===== src/rtl/keypad_pkg.sv =====
// Shared types and helpers for the 4x4 keypad scanner.
package keypad_pkg;

    typedef enum logic [1:0] {SCAN, PRESS_DB, HELD, RELEASE_DB} scan_state_t;

    localparam logic [3:0] COL_FIRST = 4'b0001;

    function automatic logic [3:0] next_col(input logic [3:0] c);
        return {c[2:0], c[3]};
    endfunction

endpackage


===== src/rtl/keypad_scanner_sync2.sv =====
// Two-flop synchronizer for asynchronous inputs, cleared by the block reset.
module sync2 #(
    parameter int unsigned WIDTH = 1
) (
    input  logic             clk,
    input  logic             reset,
    input  logic [WIDTH-1:0] d,
    output logic [WIDTH-1:0] q
);

    logic [WIDTH-1:0] meta;

    always_ff @(posedge clk or negedge reset) begin
        if (!reset) begin
            meta <= '0;
            q    <= '0;
        end else begin
            meta <= d;
            q    <= meta;
        end
    end

endmodule


===== src/rtl/keypad_scanner.sv =====
// 4x4 keypad column scanner with press/release debounce and one-shot key reporting.
module keypad_scanner
    import keypad_pkg::*;
#(
    parameter int unsigned SCAN_TICKS     = 50000,
    parameter int unsigned DEBOUNCE_TICKS = 200000
) (
    input  logic       clk,
    input  logic       reset,
    input  logic [3:0] rows,
    output logic [3:0] col,
    output logic [3:0] key_rows,
    output logic [3:0] key_col,
    output logic       key_valid,
    output logic       key_held
);

    localparam int unsigned MAX_TICKS = (SCAN_TICKS > DEBOUNCE_TICKS) ? SCAN_TICKS : DEBOUNCE_TICKS;
    localparam int unsigned CW        = $clog2(MAX_TICKS + 1);
    localparam logic [CW-1:0] SCAN_LAST = CW'(SCAN_TICKS - 1);
    localparam logic [CW-1:0] DB_LAST   = CW'(DEBOUNCE_TICKS - 1);

    scan_state_t   state;
    logic [CW-1:0] scan_cnt;
    logic [CW-1:0] db_cnt;
    logic [3:0]    cand_rows;
    logic [3:0]    rows_s;

    sync2 #(
        .WIDTH (4)
    ) u_sync_rows (
        .clk   (clk),
        .reset (reset),
        .d     (rows),
        .q     (rows_s)
    );

    always_ff @(posedge clk or negedge reset) begin
        if (!reset) begin
            state     <= SCAN;
            scan_cnt  <= '0;
            db_cnt    <= '0;
            cand_rows <= '0;
            col       <= COL_FIRST;
            key_rows  <= '0;
            key_col   <= '0;
            key_valid <= 1'b0;
            key_held  <= 1'b0;
        end else begin
            key_valid <= 1'b0;
            unique case (state)
                SCAN: begin
                    // Rows are only trusted at the end of the dwell, once the column has settled.
                    if (scan_cnt == SCAN_LAST) begin
                        scan_cnt <= '0;
                        if (rows_s != 4'b0000) begin
                            cand_rows <= rows_s;
                            db_cnt    <= '0;
                            state     <= PRESS_DB;
                        end else begin
                            col <= next_col(col);
                        end
                    end else begin
                        scan_cnt <= scan_cnt + CW'(1);
                    end
                end
                PRESS_DB: begin
                    if (rows_s != cand_rows) begin
                        col      <= next_col(col);
                        scan_cnt <= '0;
                        state    <= SCAN;
                    end else if (db_cnt == DB_LAST) begin
                        key_rows  <= cand_rows;
                        key_col   <= col;
                        key_valid <= 1'b1;
                        key_held  <= 1'b1;
                        db_cnt    <= '0;
                        state     <= HELD;
                    end else begin
                        db_cnt <= db_cnt + CW'(1);
                    end
                end
                HELD: begin
                    if ((rows_s & key_rows) == 4'b0000) begin
                        db_cnt <= '0;
                        state  <= RELEASE_DB;
                    end
                end
                RELEASE_DB: begin
                    if ((rows_s & key_rows) != 4'b0000) begin
                        db_cnt <= '0;
                        state  <= HELD;
                    end else if (db_cnt == DB_LAST) begin
                        key_held <= 1'b0;
                        col      <= next_col(col);
                        scan_cnt <= '0;
                        db_cnt   <= '0;
                        state    <= SCAN;
                    end else begin
                        db_cnt <= db_cnt + CW'(1);
                    end
                end
            endcase
        end
    end

endmodule

===== config.mk =====
export PLATFORM = sky130hd
export DESIGN_NAME = keypad_scanner
export DESIGN_NICKNAME = d
export VERILOG_FILES = /design/src/rtl/keypad_pkg.sv /design/src/rtl/keypad_scanner_sync2.sv /design/src/rtl/keypad_scanner.sv
export SDC_FILE = /design/constraint.sdc
export NUM_CORES = 1
export LEC_CHECK = 0
export BUFFER_PORTS_ARGS = -buffer_cell sky130_fd_sc_hd__buf_2
export CAP_MARGIN = 0
export CORE_UTILIZATION = 55
export CTS_BUF_LIST = sky130_fd_sc_hd__clkbuf_16
export CTS_CLUSTER_DIAMETER = 100
export DETAILED_ROUTE_END_ITERATION = 12
export PLACE_DENSITY = 0.76
export SYNTH_ARGS = -nofsm -noshare
export SYNTH_HDL_FRONTEND = slang
export SYNTH_SLANG_ARGS = --single-unit

===== constraint.sdc =====
create_clock -name clk -period 2.35 [get_ports clk]
set_clock_uncertainty 0.2 [all_clocks]
set_input_delay 0.47 -clock clk [delete_from_list [all_inputs] [get_ports clk]]
set_output_delay 0.47 -clock clk [all_outputs]
set_load 0.03 [all_outputs]

==> run_results.csv <==
group,metric,value,unit
outcome,status,"finished, violations left",
outcome,violations,"negative setup slack",
synthesis,synth_ff_type,"dfrtp_1",
floorplanning,die-area,6483,sq um
synthesis,ys_top_cells_by_area,"dfrtp_1 (46%), a22oi_1 (3.5%), nand2_1 (3.4%), o31ai_1 (3.1%), mux2_2 (3.0%)",
sta,finalWorstSetupSlack,-0.1690,ns
clocking,cts_buffers,9,
clocking,insertion_delay,0.33,ns
route,vias,3356,
sta,post-route-period-util,107.2,%
layout,fillers,341,
route,viasPerCell,6.835,
layout,fin_nets,419,
worst_setup_path,r2r-start,"scan_cnt[5]$_DFFE_PN0P_",
route,drt_iter0_drc,434,
sta,timing.final.crit_period,2.519,ns
sta,drv_slew,0,
layout,drive_gt1_share,36.06,%
power_and_ir_drop,swShare,19.59,%
power_and_ir_drop,irDropWorstVdd,0.6180,mV
power_and_ir_drop,p_int,2.266,mW
floorplanning,ioPinCount,20,
global_routing,grt_start_max_net_pins,39,
clocking,cts.clk_slew.worst_paths,0.06,ns
synthesis,synth_common_cells,"dfrtp_1 (63), nand2_1 (31), nand3_1 (20)",
floorplanning,initial_core_util,57.27,%
worst_setup_path,worstSetupEndpointType,"register",
floorplanning,die_y,80.52,um
synthesis,synth-edff-count,0,
layout,diodes,0,
synthesis,synth_top_area_share,46.49,%
place,numPortBuffers,19,
route,dr.pass1.iters,5,
sta,setup_viol,29,
worst_setup_path,crit_fanout,4,
global_routing,grt_usage,31.84,%
power_and_ir_drop,power_density,619.4,nW/um^2
sta,relSlewSlack,52.22,%
place,gp_congestion,0.8679,
synthesis,ys_seq_elements,64,
layout,area_growth,34.17,%
layout,ff_latch_area,1603,sq um
route,ant_nets,0,
sta,worstMarginPinSlew,0.7141,ns
synthesis,syn-cell-area,3391,sq um
hold_path,hold_path_depth,1,
sta,hold_viol,0,
route,drc_errors,0,
worst_setup_path,reg2reg_to,"col[3]$_DFFE_PN0P_",
hold_path,min_from,"rows[1]",
worst_setup_path,r2r.worst_path.cells,5,
floorplanning,rows,28,
synthesis,ys_types,57,
clocking,root_buffer,"clkbuf_16",
place,place_ws,-0.1226,ns
power_and_ir_drop,clkPwrFrac,59.0,%
synthesis,yosysSeqAreaShare,47.27,%
worst_setup_path,crit_required,2.36,ns
clocking,cts_tree,"done",
place,hpwl,5830,um
synthesis,async_flop_share,100.0,%
power_and_ir_drop,comb_power_share,1.4,%
global_routing,antenna_found_initial,0,
hold_path,hold_path_end,"u_sync_rows.meta[1]$_DFF_PN0_",
sta,rsz0062_at_grt,"yes",
floorplanning,core_area,5921,sq um
hold_path,hp-class,"primary input to register",
worst_setup_path,crit_type,"register to register",
global_routing,overflow,0,
worst_setup_path,r2r_setup_slack,-0.17,ns
global_routing,grt_pass1_vias,3087,
route,wirelength,10140,um
synthesis,synth_top_area_cell,"dfrtp_1",
sta,fmax,397.0,MHz
synthesis,yosysWarnings,0,
run,drv_cap,0,
power_and_ir_drop,p_sw,0.5521,mW
synthesis,netlist_instances,334,
power_and_ir_drop,power_frac_seq,39.6,%
layout,multi_input_area,1822,sq um
clocking,clock_sinks,64,
global_routing,grt_pass1_wl,15240,um
synthesis,syn_area_per_cell,10.15,sq um
synthesis,synth_fp_nets,342,
route,routedWlPerCell,20.65,um
floorplanning,die_w,80.52,um
worst_setup_path,worstPathArrival,2.53,ns
power_and_ir_drop,finalPower,2.818,mW
clocking,h-tree-depth,3,
power_and_ir_drop,p_leak,2.078,nW
clocking,clockBufferDepth,2,
synthesis,yosysMostFrequentCell,"dfrtp_1",
worst_setup_path,startpoint_type,"register",
[cell families after synthesis]
group | count (synthesis) | share of synthesized area [%]
AND/OR/NAND/NOR | 132 | 22.80
AO/OA/AOI/OAI | 83 | 17.93
flip-flops | 64 | 47.27
buffers and inverters | 28 | 3.395
multiplexers | 21 | 6.827
XOR/XNOR | 4 | 1.033
adder cells (fa/ha/maj) | 2 | 0.7379
[metrics by stage]
step	cell area (sq um)	std cells	hold WS [ns]	utilization, %	setup TNS [ns]
final	4549	491	0.03878	76.84	-2.347
after global routing	4549	491	0.03979	76.84	-4.221
after CTS	4444	491	0.03814	75.06	-0.7168
after detailed placement	3984	470	0.1347	67.29	-1.330
after global placement	3984	470	0.1328	67.29	-0.8469
after floorplan	3397	334	-0.02559	-	-0.4002
[cell usage in the layout, fill, tap and decap left out, drive strengths merged, types with 4 or more instances in the layout]
cell / Yosys / final
o21ai: 16 / 16
xor2: 4 / 4
nand2: 31 / 31
a211oi: 10 / 10
or4: 11 / 11
mux2: 17 / 17
a211o: 4 / 4
a22oi: 16 / 16
bufinv: 0 / 4
a21oi: 4 / 4
mux2i: 4 / 4
nor4: 7 / 7
or4b: 5 / 5
buf: 4 / 83
nor3: 8 / 8
nor2: 15 / 15
nand3: 20 / 20
inv: 10 / 11
nand4: 14 / 14
dfrtp: 63 / 63
o31ai: 14 / 14
and2: 4 / 4
clkbuf: 14 / 9
[power by group through the flow]
stage	Combinational [mW]	Clock [mW]	Sequential, mW
after detailed placement	0.0364	0	1.13
after global routing	0.0451	1.72	1.12
final	0.0388	1.66	1.12
after floorplan	0.00575	0	1.13
after CTS	0.0405	1.67	1.12
after global placement	0.0352	0	1.13
[worst max-delay path, stage by stage (launching register included)]
cell and delay (ns):
dfrtp_1 0.38, or4b_4 0.58, nor3_2 0.37, nand3_1 0.13, a211o_1 0.40, mux2_1 0.34
[how the worst max path moves through the flow]
stage / cells past startpoint / to / slack [ns] / from
after global placement: 5 / col[3]$_DFFE_PN0P_ / -0.08 / db_cnt[15]$_DFFE_PN0P_
after floorplan: 5 / col[1]$_DFFE_PN0P_ / -0.09 / db_cnt[14]$_DFFE_PN0P_
final: 5 / col[3]$_DFFE_PN0P_ / -0.17 / scan_cnt[5]$_DFFE_PN0P_
after CTS: 5 / col[3]$_DFFE_PN0P_ / -0.07 / db_cnt[7]$_DFFE_PN0P_
after global routing: 5 / col[3]$_DFFE_PN0P_ / -0.19 / scan_cnt[5]$_DFFE_PN0P_
after detailed placement: 6 / db_cnt[3]$_DFFE_PN0P_ / -0.12 / scan_cnt[17]$_DFFE_PN0P_
[flip-flops by register name, indices dropped and copies added (netlist names)]
| register | flops |
|---|---|
| key_held | 1 |
| key_valid | 1 |
| key_col | 4 |
| u_sync_rows.q | 4 |
| state | 2 |
| u_sync_rows.meta | 4 |
| scan_cnt | 18 |
| cand_rows | 4 |
| key_rows | 4 |
| col | 4 |
| db_cnt | 18 |
[timing repair]
action                                  in CTS  in global routing
gates resized for setup                     10                 25
pin swaps                                    7                  5
hold buffers                                 1                  0
endpoints found under the setup margin      28                 41
hold endpoints to repair                    26                  0
buffers inserted                             4                  0
[area by class of cell]
type	count	area share, %
clock buffer	9	4.950
clock inverter	7	3.135
inverter	10	0.8251
multi-input combinational	242	40.04
sequential	64	35.23
tap	75	2.063
timing repair buffer	84	13.75
[layer usage]
layer | vias to the layer above | track usage (%) | part of all wire (%)
li1 | 1450 | - | -
met3 | 47 | 6.136 | 7.3
met1 | 1652 | 40.34 | 39
met2 | 207 | 52.71 | 49
met5 | - | 0 | 0
met4 | 0 | 14.11 | 3.9
Note: power is estimated with default switching activity, not from simulation.
